File: src/rtl/comm_sequencer_pkg.sv
// Shared definitions for the link sequencer: FSM state encoding and the
// default link timing parameters used by comm_sequencer and its baud timer.
package comm_sequencer_pkg;

  typedef enum logic [1:0] {
    ST_IDLE    = 2'd0,
    ST_FLUSH   = 2'd1,
    ST_MEASURE = 2'd2,
    ST_DONE    = 2'd3
  } state_t;

  localparam int DEF_OS           = 4;     // clocks per baud
  localparam int DEF_NBAUDS       = 6;     // RC filter length in bauds
  localparam int DEF_FLUSH_BAUDS  = 8;     // bauds flushed before measuring
  localparam int DEF_WINDOW_BAUDS = 1024;  // RX samples per BER window

endpackage

File: src/rtl/comm_sequencer_baud_timer.sv
// Baud timer: intra-baud phase counter, RX phase-select latch and the two
// registered strobes that pace the TX shift register and the RX sampler.
// Ports:
//   clock, reset      system clock, async active-high reset
//   tx_en_i           run the phase counter (held at 0 when low)
//   rx_en_i           enable RX sample strobes
//   phase_i           requested RX sampling offset within a baud
//   tx_baud_en_o      1-cycle strobe, cycle after phase_cnt == OS-1
//   rx_sample_en_o    1-cycle strobe, cycle after phase_cnt == phase_sel
module comm_sequencer_baud_timer
  import comm_sequencer_pkg::*;
#(
  parameter  int OS = DEF_OS,
  localparam int PW = $clog2(OS)
) (
  input  logic          clock,
  input  logic          reset,
  input  logic          tx_en_i,
  input  logic          rx_en_i,
  input  logic [PW-1:0] phase_i,
  output logic          tx_baud_en_o,
  output logic          rx_sample_en_o
);

  logic [PW-1:0] phase_cnt_q, phase_cnt_d;
  logic [PW-1:0] phase_sel_q, phase_sel_d;
  logic          tx_baud_q, tx_baud_d;
  logic          rx_samp_q, rx_samp_d;
  logic          last_phase;

  always_comb begin
    last_phase  = (phase_cnt_q == PW'(OS - 1));
    phase_cnt_d = '0;
    if (tx_en_i && !last_phase) phase_cnt_d = phase_cnt_q + 1'b1;
    // The sampling offset only changes on a baud boundary, so a mid-baud
    // switch can never produce a second or a missing sample in one baud.
    phase_sel_d = last_phase ? phase_i : phase_sel_q;
    tx_baud_d   = tx_en_i & last_phase;
    // Without a running baud clock there is no baud to sample; gating with
    // tx_en keeps the strobe at one per baud instead of one per clock.
    rx_samp_d   = tx_en_i & rx_en_i & (phase_cnt_q == phase_sel_q);
  end

  always_ff @(posedge clock or posedge reset) begin
    if (reset) begin
      phase_cnt_q <= '0;
      phase_sel_q <= '0;
      tx_baud_q   <= 1'b0;
      rx_samp_q   <= 1'b0;
    end else begin
      phase_cnt_q <= phase_cnt_d;
      phase_sel_q <= phase_sel_d;
      tx_baud_q   <= tx_baud_d;
      rx_samp_q   <= rx_samp_d;
    end
  end

  assign tx_baud_en_o   = tx_baud_q;
  assign rx_sample_en_o = rx_samp_q;

endmodule

File: src/rtl/comm_sequencer.sv
// Timing and measurement sequencer for the PRBS9 -> BPSK -> RC -> BER link.
// Paces TX bauds and RX samples (via the baud timer) and runs the measurement
// FSM: flush the filter, clear the BER counter, count one BER window.
// Ports:
//   clock, reset        system clock, async active-high reset
//   i_tx_en, i_rx_en    link enables; either low aborts to IDLE
//   i_phase             RX sampling offset within a baud
//   i_start             level start in IDLE, rising edge restarts from DONE
//   o_tx_baud_en        TX baud strobe
//   o_rx_sample_en      RX sample strobe
//   o_ber_clear         1-cycle pulse on the first MEASURE cycle
//   o_ber_window        high while in MEASURE
//   o_busy, o_done      FSM in FLUSH/MEASURE, FSM in DONE
//   o_state             raw state register
// Build option: COMM_SEQ_CONTINUOUS_EN makes DONE a single cycle that
// re-enters MEASURE with a fresh clear, giving back-to-back windows.
module comm_sequencer
  import comm_sequencer_pkg::*;
#(
  parameter  int OS           = DEF_OS,
  parameter  int NBAUDS       = DEF_NBAUDS,
  parameter  int FLUSH_BAUDS  = DEF_FLUSH_BAUDS,
  parameter  int WINDOW_BAUDS = DEF_WINDOW_BAUDS,
  localparam int PW           = $clog2(OS)
) (
  input  logic          clock,
  input  logic          reset,
  input  logic          i_tx_en,
  input  logic          i_rx_en,
  input  logic [PW-1:0] i_phase,
  input  logic          i_start,
  output logic          o_tx_baud_en,
  output logic          o_rx_sample_en,
  output logic          o_ber_clear,
  output logic          o_ber_window,
  output logic          o_busy,
  output logic          o_done,
  output logic [1:0]    o_state
);

  // Never measure before the whole filter has been refilled.
  localparam int FLUSH_N = (FLUSH_BAUDS < NBAUDS) ? NBAUDS : FLUSH_BAUDS;
  localparam int FW      = $clog2(FLUSH_N + 1);
  localparam int WW      = $clog2(WINDOW_BAUDS + 1);

  state_t        state_q, state_d;
  logic [FW-1:0] flush_cnt_q, flush_cnt_d;
  logic [WW-1:0] win_cnt_q, win_cnt_d;
  logic          ber_clear_q, ber_clear_d;
  logic          tx_baud, rx_samp, enabled;

  comm_sequencer_baud_timer #(.OS(OS)) u_timer (
    .clock          (clock),
    .reset          (reset),
    .tx_en_i        (i_tx_en),
    .rx_en_i        (i_rx_en),
    .phase_i        (i_phase),
    .tx_baud_en_o   (tx_baud),
    .rx_sample_en_o (rx_samp)
  );

  assign enabled = i_tx_en & i_rx_en;

`ifndef COMM_SEQ_CONTINUOUS_EN
  // Restart from DONE needs a fresh rising edge so a held start is inert.
  logic start_q, start_rise;
  assign start_rise = i_start & ~start_q;

  always_ff @(posedge clock or posedge reset) begin
    if (reset) start_q <= 1'b0;
    else       start_q <= i_start;
  end
`endif

  always_comb begin
    state_d     = state_q;
    flush_cnt_d = flush_cnt_q;
    win_cnt_d   = win_cnt_q;
    ber_clear_d = 1'b0;
    if (!enabled) begin
      state_d     = ST_IDLE;
      flush_cnt_d = '0;
      win_cnt_d   = '0;
    end else begin
      case (state_q)
        ST_IDLE: if (i_start) begin
          state_d     = ST_FLUSH;
          flush_cnt_d = '0;
        end
        ST_FLUSH: if (tx_baud) begin
          flush_cnt_d = flush_cnt_q + 1'b1;
          if (flush_cnt_q == FW'(FLUSH_N - 1)) begin
            state_d     = ST_MEASURE;
            ber_clear_d = 1'b1;
            win_cnt_d   = '0;
          end
        end
        ST_MEASURE: if (rx_samp) begin
          // The terminal sample is still inside the window; DONE follows.
          win_cnt_d = win_cnt_q + 1'b1;
          if (win_cnt_q == WW'(WINDOW_BAUDS - 1)) state_d = ST_DONE;
        end
        ST_DONE: begin
`ifdef COMM_SEQ_CONTINUOUS_EN
          state_d     = ST_MEASURE;
          ber_clear_d = 1'b1;
          win_cnt_d   = '0;
`else
          if (start_rise) begin
            state_d     = ST_FLUSH;
            flush_cnt_d = '0;
          end
`endif
        end
        default: state_d = ST_IDLE;
      endcase
    end
  end

  always_ff @(posedge clock or posedge reset) begin
    if (reset) begin
      state_q     <= ST_IDLE;
      flush_cnt_q <= '0;
      win_cnt_q   <= '0;
      ber_clear_q <= 1'b0;
    end else begin
      state_q     <= state_d;
      flush_cnt_q <= flush_cnt_d;
      win_cnt_q   <= win_cnt_d;
      ber_clear_q <= ber_clear_d;
    end
  end

  assign o_tx_baud_en   = tx_baud;
  assign o_rx_sample_en = rx_samp;
  assign o_ber_clear    = ber_clear_q;
  assign o_ber_window   = (state_q == ST_MEASURE);
  assign o_busy         = (state_q == ST_FLUSH) || (state_q == ST_MEASURE);
  assign o_done         = (state_q == ST_DONE);
  assign o_state        = state_q;

endmodule

File: config.mk
export PLATFORM = sky130hd
export DESIGN_NAME = comm_sequencer
export DESIGN_NICKNAME = d
export VERILOG_FILES = /design/src/rtl/comm_sequencer_pkg.sv /design/src/rtl/comm_sequencer_baud_timer.sv /design/src/rtl/comm_sequencer.sv
export SDC_FILE = /design/constraint.sdc
export NUM_CORES = 1
export LEC_CHECK = 0
export ABC_AREA = 1
export CORE_MARGIN = 2
export CORE_UTILIZATION = 53
export DETAILED_ROUTE_END_ITERATION = 8
export GPL_ROUTABILITY_DRIVEN = 0
export PLACE_DENSITY = 0.84
export SLEW_MARGIN = 20
export SYNTH_ARGS = -nofsm -noshare
export SYNTH_HDL_FRONTEND = slang
export SYNTH_HIERARCHICAL = 1
export SYNTH_SLANG_ARGS = --single-unit
File: constraint.sdc
create_clock -name clock -period 1.88 [get_ports clock]
set_clock_uncertainty 0.15 [all_clocks]
set_input_delay 0.376 -clock clock [delete_from_list [all_inputs] [get_ports clock]]
set_output_delay 0.376 -clock clock [all_outputs]
set_load 0.05 [all_outputs]
==> summary.txt, run 1 <==
Run status
  • Run status: finished with violations
  • Failing checks: setup timing

Synth
  • Top cells by area, synth: dfrtp_1, nand2_1, ha_1, inv_1, nand3_1
  • Post-synth top flop: dfrtp_1
  • Synth cell types: 25
  • Cell area after synthesis: roughly 1500 um2
  • Sequential share of the synthesized area: 0.423
  • Count leader, synth: nand2_1
  • Post-synth EDFFs: 0
  • Syn avg cell area: between 7 and 8 um2
  • Top cell type's share of synthesized area: 0.423
  • Yosys warns: 6
  • Syn Nets: 207
  • Cells after Synth: 192
  • Post-synth top area cell: dfrtp_1
  • Top cells by count, synth: nand2_1, dfrtp_1, inv_1
  • Flops & latches, synth: 25
  • Async S/R FF share, synth: 1.00

STA
  • F_max: 530 MHz
  • Final hold vios: 0
  • Worst slew margin: 0.828
  • Post-route setup TNS: -0.00542 ns
  • Setup WS post-layout: -0.00542 ns
  • Final Max Slew Viols: 0
  • RSZ-0062 raised after global routing: true
  • Fin crit share: 1.00
  • Final setup violation count: 1
  • Fin crit period: about 1.9 ns
  • Hold_ws: between 0.1 and 0.15 ns
  • Worst-Margin Slew: 0.258 ns

Finish
  • Finished Core Util: 0.689
  • Final Net Count: 243
  • Diodes inserted: 0
  • Fin cells: around 260
  • Share of cells above drive strength 1: 0.242
  • Final instance area: approximately 1900 um2
  • Layout area overhead: 26.2%

Global routing
  • Initial antenna violation count: 0
  • Largest net degree at the start of global routing: 20
  • Gr busiest metal: met2
  • Met3 usage: 0.0300
  • Global-route wire length before repair: 5420 um
  • Vias in the first global route: ~1300
  • GRT Util Overall: 0.213
  • Met1 Resource Use GR: 0.276
  • M2 GR Usage: 0.357
  • Grt total ovfl: 0

Clock tree
  • TritonCTS buffer count: 3
  • Hold buffer count at CTS: 0
  • CTS Sinks: 25
  • Root Buffer: clkbuf_4
  • Worst-path clk slew: 0.15 ns
  • Max clock buf depth: 2
  • CTS tree: built
  • Clk_lat worst skew: around 0.34 ns
  • CTS HTree Levels: 1

Worst setup path
  • Crit path DAT: 1.36 ns
  • Worst setup path category: reg2out
  • R2r worst-path depth: 10
  • Startpoint Class: flop
  • CP endpoint kind: output pin
  • Worst EP required: between 1 and 1.5 ns
  • Crit-path max FO: 5

Floorplan
  • FP Rows: 19
  • Die Area: about 3200 um2
  • Core area: 2710 um2
  • DIE HEIGHT: 56.8 um
  • DIE WIDTH: about 57 um
  • Top-Level Pins: 15
  • Starting density of the core: 0.546

Flow run
  • Total of max-cap violations: 0

Placed design
  • DP HPWL: 2170 um
  • Placed Cells: 249
  • Port Buffers: 14
  • Placed cell area: roughly 1800 um2

Drt
  • Post-DRT Antenna Nets: 0
  • DR pass1 iterations: 4
  • DR iter-0 viols: 75
  • Total Routed Length: 3150 um
  • DRC viols: 0
  • Vias: 1342
  • DR WL/cell: 12.2 um
  • Via density: 5.20

Pwr
  • Maximum VDD drop: about 0.66 mV
  • Cell Pwr Density: about 680 nW/um2
  • Static Leak: 0.919 nW

Min path
  • Hold Path Class: in2async
-- cell type report --
| cell class | count | area (um2) |
|---|---|---|
| well taps | 31 | 38.8 |
| clock inverters | 1 | 5.00 |
| fillers | 226 | 842 |
| multi-input cells | 140 | 777 |
| flip-flops and latches | 25 | 628 |
| inverters | 26 | 100 |
| repair buffers | 32 | 297 |
| clock buffers | 3 | 22.5 |
-- routing by layer --
metal / vias up / wire, um
li1: 680 / -
met2: 40 / 1500
met1: 611 / 1400
met5: - / 0
met3: 11 / 148
met4: 0 / 100
-- through the flow --
stage          worst slack (ns)  power [mW]
4_1_cts                0.000653        1.24
2_1_floorplan           0.00755       0.856
5_1_grt                 -0.0746        1.34
6_report               -0.00542        1.27
3_3_place_gp            -0.0749       0.977
3_5_place_dp             -0.117       0.984
-- critical path, stage by stage (launching register included) --
cell	delay, ns
dfrtp_2	0.44
inv_2	0.07
ha_1	0.34
buf_12	0.17
-- what timing repair did --
action                     4_1_cts  5_1_grt
hold endpoints to repair         0        0
gates cloned                     0        0
setup endpoints to repair        1       10
buffers inserted                 3        2
pin swaps                        0        2
resized for setup                0        7
-- state kept, by name, summed over array words and instances (netlist names), 2 cells and up --
signal               cells
win_cnt_q               11
flush_cnt_q              4
o_state                  2
u_timer/phase_cnt_q      2
u_timer/phase_sel_q      2
-- cells in the final DEF (no fill, tap or decap) --
cell / instances
a21oi_1: 6
a21oi_2: 1
buf_12: 3
buf_4: 22
buf_6: 1
clkbuf_4: 3
clkdlybuf4s50_1: 6
clkinv_2: 1
dfrtp_1: 23
dfrtp_2: 2
ha_1: 5
ha_2: 2
ha_4: 1
inv_1: 23
inv_2: 2
inv_4: 1
nand2_1: 50
nand2_2: 6
nand2_4: 1
nand3_1: 17
nand3_2: 1
nand3b_1: 1
nand4_1: 6
nor2_1: 20
nor2_2: 3
nor2_4: 2
nor2_8: 1
nor3_1: 1
nor3b_2: 1
o21ai_0: 8
o21ai_1: 2
o31ai_1: 1
or2_2: 1
xor2_1: 3
-- kinds of logic after synthesis --
kind of cell | count (synthesis) | share of synthesized area
flops | 25 | 0.423
compound gates | 18 | 0.0626
buf+inv | 27 | 0.0752
fa+ha+maj | 8 | 0.0676
simple gates | 111 | 0.354
xor+xnor | 3 | 0.0178
-- power breakdown --
group / internal (mW) / total, mW / switching [mW]
registers: 0.578 / 0.607 / 0.0288
logic: 0.165 / 0.405 / 0.240
clock network: 0.0801 / 0.258 / 0.178
total: 0.823 / 1.27 / 0.446
-- final timing paths --
kind	startpoint	to	slack (ns)
worst max-delay path	o_state[0]	o_busy	-0.005
min in group clock	i_start	start_q	0.33
worst min-delay path	reset	u_timer/phase_cnt_q[0]	0.12
worst min register to register	u_timer/phase_cnt_q[0]	u_timer/phase_cnt_q[0]	0.35
worst max register to register	o_state[1]	o_state[0]	0.01
max in group asynchronous	reset	o_state[0]	1.13
Note: power is estimated with default switching activity, not from simulation.
==> run 2, diff against run 1 <==
--- a/config.mk
+++ b/config.mk
@@ -8,6 +8,7 @@
 export ABC_AREA = 1
 export CORE_MARGIN = 2
 export CORE_UTILIZATION = 53
+export CTS_BUF_LIST = sky130_fd_sc_hd__clkbuf_8 sky130_fd_sc_hd__clkbuf_16
 export DETAILED_ROUTE_END_ITERATION = 8
 export GPL_ROUTABILITY_DRIVEN = 0
 export PLACE_DENSITY = 0.84
==> run 2 against run 1 <==
Effect of this change:
- sequential power hardly changed
- critical path type unchanged
- the run now ends clean
- routed wire length is 6.2% lower
- sequential cell count stayed put
- cell area is 1.9% lower
- clock-buffer cell count stayed put
- global-route usage is 1.1 points lower
==> summary.txt, run 2 (same netlist as run 1, synthesis figures left out) <==
Floorplan
  • FP Rows: 19 (unchanged)
  • Die Area: 3230 um2 (unchanged)
  • Top-Level Pins: 15 (unchanged)
  • DIE WIDTH: 56.8 um (unchanged)
  • Starting density of the core: 0.546 (unchanged)
  • DIE HEIGHT: 56.8 um (unchanged)
  • Core area: 2710 um2 (unchanged)

Drt
  • DR iter-0 viols: 76 (+1.3%)
  • Total Routed Length: 2960 um (-6.2%)
  • Via density: 5.23 (+0.53%)
  • DR pass1 iterations: 5 (+1)
  • Vias: 1323 (-1.4%)
  • DRC viols: 0 (unchanged)
  • Post-DRT Antenna Nets: 0 (unchanged)
  • DR WL/cell: 11.7 um (-4.3%)

Clock tree
  • Clk_lat worst skew: 0.27 ns (-0.07 ns)
  • CTS HTree Levels: 1 (unchanged)
  • Worst-path clk slew: 0.09 ns (-0.06 ns)
  • Max clock buf depth: 2 (unchanged)
  • TritonCTS buffer count: 3 (unchanged)
  • CTS Sinks: 25 (unchanged)
  • Hold buffer count at CTS: 0 (unchanged)
  • Root Buffer: clkbuf_8
  • # resized after CTS: 0 (unchanged)
  • Postcts setup bufs: 0 (-3)
  • CTS tree: built

Worst setup path
  • Bufs and invs on worst path: 2 (unchanged)
  • Crit path max-delay family: flip-flops
  • CP Cell Sequence: inv_2 > ha_1 > buf_12
  • Worst setup path category: reg2out
  • Crit path DAT: 1.28 ns (-0.08 ns)
  • Slowest cell on crit path: dfrtp_2
  • CP max stage delay: 0.43 ns (about the same)
  • Crit-path max FO: 6 (+1)
  • CP endpoint kind: output pin
  • Startpoint Class: flop
  • Worst EP required: 1.35 ns (about the same)

Finish
  • Share of cells above drive strength 1: 0.216 (-0.0261)
  • Top reg by flops: win_cnt_q
  • Most common cell after layout, fill and taps aside: nand2_1
  • Commonest non-fill, non-tap cells in the layout: nand2_1, dfrtp_1, inv_1
  • Biggest regs: win_cnt_q: 11 flops, flush_cnt_q: 4 flops
  • Diodes inserted: 0 (unchanged)
  • Largest register FFs: 11 (unchanged)
  • Final Net Count: 238 (-2.1%)
  • Layout area overhead: 23.8%

Pwr
  • Static Leak: 0.898 nW (-2.3%)
  • Cell Pwr Density: 711 nW/um2 (+4.6%)
  • Part of the power in registers: 0.468 (-0.010)
  • Post-route total power: 1.30 mW (+2.6%)
  • Net switching power: 0.431 mW (-3.5%)
  • Comb power frac: 0.284 (-0.035)
  • Switching part of the total: 0.331 (-0.0209)
  • Clk network pwr share: 0.248 (+0.045)
  • Pint: 0.871 mW (+5.9%)
  • Maximum VDD drop: 0.649 mV (-0.99%)

Run status
  • Run status: complete, no violations

STA
  • F_max: 552 MHz (+4.2%)
  • Worst slew margin: 0.830 (+0.00252)
  • Hold_ws: 0.194 ns (+0.0698 ns)
  • Final setup violation count: 0 (-1)
  • Fin crit share: 0.963 (-0.0400)
  • Fin crit period: 1.81 ns (-0.0753 ns)
  • Final hold vios: 0 (unchanged)
  • Worst-Margin Slew: 0.254 ns (-0.00378 ns)
  • Post-route setup TNS: 0 ns (+0.00542 ns)
  • Setup WS post-layout: 0.0698 ns (+0.0753 ns)
  • Final Max Slew Viols: 0 (unchanged)

Global routing
  • Initial antenna violation count: 0 (unchanged)
  • Global-route wire length before repair: 5190 um (-4.3%)
  • Vias in the first global route: 1240 (-4.4%)
  • Grt total ovfl: 0 (unchanged)
  • GRT Util Overall: 0.203 (-0.0106)
  • Largest net degree at the start of global routing: 20 (unchanged)

Placed design
  • DP HPWL: 2170 um (unchanged)
  • Worst slack, placed: -0.117 ns (unchanged)
  • Port Buffers: 14 (unchanged)

Flow run
  • Total of max-cap violations: 0 (unchanged)

Min path
  • Hold Path Class: in2async
-- run 2: stage by stage --
step / cell area, um2 / utilization / instances
6_report: 1830 / 0.676 / 253
5_1_grt: 1830 / 0.676 / 253
4_1_cts: 1830 / 0.674 / 253
3_5_place_dp: 1780 / 0.657 / 249
3_3_place_gp: 1780 / 0.657 / 249
2_1_floorplan: 1500 / - / 192
-- run 2: worst reg2reg max path: stages, from the launching register on --
cell	delay, ns
dfrtp_2	0.46
inv_2	0.10
ha_4	0.22
inv_2	0.10
nor2_8	0.12
nand2_2	0.05
nand2_2	0.09
nor2_2	0.06
buf_4	0.16
a21oi_1	0.13
nor2_1	0.05
-- run 2: final cells by class --
class                   instances  area (um2)
inverters                      26         100
flip-flops and latches         25         628
repair buffers                 27         255
clock buffers                   3        41.3
fillers                       235         878
clock inverters                 1        5.00
multi-input cells             140         763
well taps                      31        38.8
-- run 2: worst paths after layout --
path / to / startpoint / slack [ns] / cells past startpoint
worst max-delay path: o_busy / o_state[0] / 0.07 / 3
min in group clock: u_timer/phase_cnt_q[0] / u_timer/phase_cnt_q[0] / 0.34 / 1
max in group asynchronous: o_state[0] / reset / 1.05 / 3
worst min-delay path: u_timer/phase_sel_q[0] / reset / 0.19 / 2
worst min register to register: u_timer/phase_cnt_q[0] / u_timer/phase_cnt_q[0] / 0.34 / 1
worst max register to register: win_cnt_q[4] / o_state[0] / 0.09 / 10
-- run 2: metal layers --
layer | up-vias | track usage | routed length, um
li1 | 669 | - | -
met1 | 603 | 0.272 | 1340
met2 | 43 | 0.334 | 1420
met3 | 8 | 0.0230 | 128
met4 | 0 | 0.0831 | 57
met5 | - | 0 | 0
-- run 2: power groups by stage --
stage | sequential, mW | clock [mW] | combinational [mW]
2_1_floorplan | 0.646 | 0 | 0.211
3_3_place_gp | 0.617 | 0 | 0.360
3_5_place_dp | 0.618 | 0 | 0.366
4_1_cts | 0.609 | 0.331 | 0.368
5_1_grt | 0.612 | 0.349 | 0.409
6_report | 0.609 | 0.323 | 0.370
==> run 3, diff against run 2 <==
--- a/config.mk
+++ b/config.mk
@@ -12,6 +12,7 @@
 export DETAILED_ROUTE_END_ITERATION = 8
 export GPL_ROUTABILITY_DRIVEN = 0
 export PLACE_DENSITY = 0.84
+export SETUP_SLACK_MARGIN = 0.15
 export SLEW_MARGIN = 20
 export SYNTH_ARGS = -nofsm -noshare
 export SYNTH_HDL_FRONTEND = slang
==> run 3 against run 2 <==
Effect of this change:
- via count up 3.9%
- combinational power increased by 24%
- non-clock buffer count is 10 higher
- clock-buffer cell count did not move
- maximum frequency rose by 2.7%
- global-route usage grew 1.1 points
- routed wire length grew 12%
- cell area up 11%
- sequential share of layout area down 3.4 points
==> summary.txt, run 3 (same netlist as run 1, synthesis figures left out) <==
Global routing
  • Global-route wire length before repair: 5500 um (+6.0%)
  • M2 GR Usage: 0.364 (+0.0299)
  • Grt total ovfl: 0 (unchanged)
  • Met3 usage: 0.0253 (+0.00230)
  • Largest net degree at the start of global routing: 20 (unchanged)
  • Met1 Resource Use GR: 0.277 (+0.00577)
  • GRT Util Overall: 0.213 (+0.0107)
  • Gr busiest metal: met2
  • Initial antenna violation count: 0 (unchanged)
  • Vias in the first global route: 1321 (+6.5%)

Worst setup path
  • R2r worst-path depth: 10 (unchanged)
  • CP endpoint kind: output pin
  • Startpoint Class: flop
  • Crit-path max FO: 7 (+1)
  • Worst setup path category: reg2out
  • Crit path DAT: 1.24 ns (-0.04 ns)
  • Worst EP required: 1.35 ns (about the same)

Finish
  • Finished Core Util: 0.750 (+0.0743)
  • Top reg by flops: win_cnt_q
  • Most common cell after layout, fill and taps aside: nand2_1
  • Layout area overhead: 37.4%
  • Commonest non-fill, non-tap cells in the layout: nand2_1, buf_4, dfrtp_1
  • Share of cells above drive strength 1: 0.313 (+0.0971)
  • Diodes inserted: 0 (unchanged)
  • Biggest regs: win_cnt_q: 11 flops, flush_cnt_q: 4 flops
  • Final Net Count: 249 (+4.6%)
  • Largest register FFs: 11 (unchanged)

Floorplan
  • Top-Level Pins: 15 (unchanged)
  • Die Area: 3230 um2 (unchanged)
  • Core area: 2710 um2 (unchanged)
  • FP Rows: 19 (unchanged)
  • Starting density of the core: 0.546 (unchanged)
  • DIE WIDTH: 56.8 um (unchanged)
  • DIE HEIGHT: 56.8 um (unchanged)

Clock tree
  • CTS tree: built
  • CTS HTree Levels: 1 (unchanged)
  • Worst-path clk slew: 0.09 ns (about the same)
  • Clk_lat worst skew: 0.27 ns (about the same)
  • Max clock buf depth: 2 (unchanged)
  • CTS Sinks: 25 (unchanged)
  • TritonCTS buffer count: 3 (unchanged)
  • Root Buffer: clkbuf_8

Pwr
  • Switching part of the total: 0.335 (+0.00400)
  • Part of the power in registers: 0.443 (-0.025)
  • Net switching power: 0.463 mW (+7.5%)
  • Cell Pwr Density: 680 nW/um2 (-4.3%)
  • Clk network pwr share: 0.225 (-0.023)
  • Comb power frac: 0.333 (+0.049)
  • Static Leak: 0.991 nW (+10%)
  • Maximum VDD drop: 0.573 mV (-12%)
  • Pint: 0.920 mW (+5.6%)

Drt
  • Post-DRT Antenna Nets: 0 (unchanged)
  • Total Routed Length: 3320 um (+12%)
  • DR iter-0 viols: 38 (-50%)
  • Via density: 5.21 (-0.40%)
  • DR pass1 iterations: 4 (-1)
  • DRC viols: 0 (unchanged)
  • Vias: 1375 (+3.9%)
  • DR WL/cell: 12.6 um (+7.7%)

STA
  • F_max: 567 MHz (+2.7%)
  • Fin crit period: 1.76 ns (-0.0471 ns)
  • Worst-Margin Slew: 0.301 ns (+0.0471 ns)
  • Fin crit share: 0.938 (-0.0250)
  • Worst slew margin: 0.798 (-0.0321)
  • Setup WS post-layout: 0.117 ns (+0.0471 ns)
  • Final setup violation count: 0 (unchanged)
  • RSZ-0062 raised after global routing: true
  • Hold_ws: 0.206 ns (+0.0123 ns)
  • Final Max Slew Viols: 0 (unchanged)
  • Final hold vios: 0 (unchanged)

Min path
  • Hold Path Class: in2async

Placed design
  • Worst slack, placed: -0.110 ns (+0.00704 ns)
  • DP HPWL: 2240 um (+2.9%)
  • Port Buffers: 14 (unchanged)

Run status
  • Run status: complete, no violations

Flow run
  • Total of max-cap violations: 0 (unchanged)
[run 3: final cells by class]
| class | instances | area (um2) |
|---|---|---|
| Multi-Input combinational cell | 141 | 866 |
| Fill cell | 191 | 677 |
| Sequential cell | 25 | 628 |
| Timing Repair Buffer | 37 | 345 |
| Inverter | 26 | 110 |
| Clock buffer | 3 | 41.3 |
| Tap cell | 31 | 38.8 |
| Clock inverter | 1 | 3.75 |
[run 3: worst paths after layout]
| path | to | startpoint | slack [ns] |
|---|---|---|---|
| max | o_ber_window | o_state[0] | 0.12 |
| min | u_timer/tx_baud_en_o | reset | 0.21 |
| max reg2reg | win_cnt_q[3] | o_state[1] | 0.12 |
| min reg2reg | u_timer/phase_cnt_q[0] | u_timer/phase_cnt_q[0] | 0.36 |
| max in group asynchronous | o_state[1] | reset | 1.06 |
| min in group clock | u_timer/phase_cnt_q[0] | u_timer/phase_cnt_q[0] | 0.36 |
[run 3: worst max-delay path: stages (launching register included)]
cell     delay (ns)
dfrtp_2        0.47
inv_4          0.10
ha_4           0.23
buf_12         0.16
[run 3: timing repair]
item	in CTS	in global routing
hold buffers	0	0
buffers inserted	5	7
hold endpoints to repair	0	0
gates resized for setup	5	23
pin swaps	1	10
gates cloned	0	1
endpoints found under the setup margin	14	19
[run 3: routing by layer]
layer	vias up	wire length [um]
li1	702	-
met1	635	1470
met5	-	0
met2	29	1670
met3	9	106
met4	0	73
[run 3: stage by stage]
step | TNS (ns) | total power, mW | std cells | instance area (um2)
global route | 0 | 1.46 | 264 | 2030
CTS | 0 | 1.33 | 256 | 1890
floorplan | 0 | 0.863 | 192 | 1520
finish | 0 | 1.38 | 264 | 2030
global placement | -0.496 | 0.984 | 247 | 1780
detailed placement | -0.984 | 0.991 | 247 | 1780
[run 3: power by group through the flow]
| stage | sequential, mW | combinational [mW] | clock (mW) |
|---|---|---|---|
| 2_1_floorplan | 0.646 | 0.217 | 0 |
| 3_3_place_gp | 0.620 | 0.364 | 0 |
| 3_5_place_dp | 0.620 | 0.372 | 0 |
| 4_1_cts | 0.608 | 0.406 | 0.317 |
| 5_1_grt | 0.619 | 0.504 | 0.340 |
| 6_report | 0.612 | 0.460 | 0.311 |
==> edit, RTL diff (settings of run 1) <==
Build with the macro `COMM_SEQ_CONTINUOUS_EN` defined.
--- a/src/rtl/comm_sequencer.sv
+++ b/src/rtl/comm_sequencer.sv
@@ -16,2 +16,4 @@
 // re-enters MEASURE with a fresh clear, giving back-to-back windows.
+`define COMM_SEQ_CONTINUOUS_EN
+
 module comm_sequencer
Behaviour: no difference found for any inputs over 10 cycles, from zero or initial values and one cycle with reset high; that may be too few to reach the edited logic, so the function may still have changed.
==> edit against run 1 <==
  * Wire length down 2.2%
  * Sequential cell count shrank 1
  * Area after synthesis decreased by 2.5%
  * Clock power rose by 6%
  * Combinational power rose by 8.1%
  * Register-to-register slack improved by 70 ps
  * Via count shrank 6.2%
  * Setup slack improved by 42 ps
  * Non-clock buffer count down 2
  * Cell area shrank 2.9%
  * Power grew 2.1%
  * Critical endpoint unchanged
==> edit: results (changes against run 1) <==
{| class="wikitable"
! Metric !! Value
|-
| Outcome || finished, final reports clean
|-
| Share of synthesized area occupied by flip-flops and latches || 41.6% (-0.67 points)
|-
| Worst skew pair latency || 310 ps (-30 ps)
|-
| Dpl hpwl || 2380 um (+9.5%)
|-
| Share of the synthesized area in the top cell type || 41.6% (-0.67 points)
|-
| Ranking of synthesized cells by instance count || sky130_fd_sc_hd__nand2_1 (40), sky130_fd_sc_hd__dfrtp_1 (24), sky130_fd_sc_hd__inv_1 (23), sky130_fd_sc_hd__nor2_1 (19), sky130_fd_sc_hd__nand3_1 (17)
|-
| Main area contributors after synthesis || sky130_fd_sc_hd__dfrtp_1 (42%), sky130_fd_sc_hd__nand2_1 (10%), sky130_fd_sc_hd__ha_1 (6.9%), sky130_fd_sc_hd__inv_1 (6.0%), sky130_fd_sc_hd__nand3_1 (5.9%)
|-
| CP arrival || 1320 ps (-40 ps)
|-
| Non-clock buffer count || 30 (-6.3%)
|-
| Length of routed wiring on met1 || 1350 um (-3.6%)
|-
| Vias after detailed routing || 1259 (-6.2%)
|-
| Non-clock buffer share || 15.3% (-0.56 points)
|-
| Count of different cell masters after synthesis || 23 (-8.0%)
|-
| Clock buffer cells || 4 (+1)
|-
| Share of cell area taken by multi-input logic gates || 42.3% (+0.68 points)
|-
| Worst reg2reg endpoint || win_cnt_q[5]
|-
| Invs w/o clock || 24 (-7.7%)
|-
| Share of layout cells above drive strength 1 || 28.3% (+4.1 points)
|-
| Area post-placement || 1730 um^2 (-2.6%)
|-
| Met2 Wirelength || 1560 um (+4.1%)
|-
| Post-synthesis net count || 193 (-6.8%)
|-
| Number of DRC markers in iteration 0 || 34 (-55%)
|-
| Static power due to leakage || 0.854 nW (-7.1%)
|-
| Compound-Gate Fraction of Synth Area || 9.45% (+3.2 points)
|-
| Via count of the first global-routing pass || 1274 (-1.8%)
|-
| Xor and xnor area share after synthesis || 0.607% (-1.2 points)
|-
| Seq/total area || 33.2% (-0.38 points)
|-
| Routed wl met3 || 99 um (-33%)
|}
==> edit: metal layers <==
metal	vias up	global-route usage (%)
met1	582	24.1
met5	-	0
met2	28	35.8
met4	0	12.2
li1	641	-
met3	8	2.56
==> edit: power by group <==
part | internal (W) | switching, W | total, W
sequential | 0.000556 | 0.0000294 | 0.000585
clock | 0.000118 | 0.000155 | 0.000273
combinational | 0.000180 | 0.000258 | 0.000438
==> edit: stage by stage <==
| step | power [W] | setup TNS, ps | cells | util (%) | setup slack [ps] |
|---|---|---|---|---|---|
| floorplan | 0.000869 | 0 | 178 | - | 0.806 |
| global placement | 0.000988 | -1370 | 234 | 68.8 | -134 |
| detailed placement | 0.00100 | -2340 | 234 | 68.8 | -201 |
| CTS | 0.00127 | 0 | 238 | 70.2 | 1.12 |
| global route | 0.00137 | -35.9 | 242 | 71.9 | -13.2 |
| finish | 0.00130 | 0 | 242 | 71.9 | 36.3 |
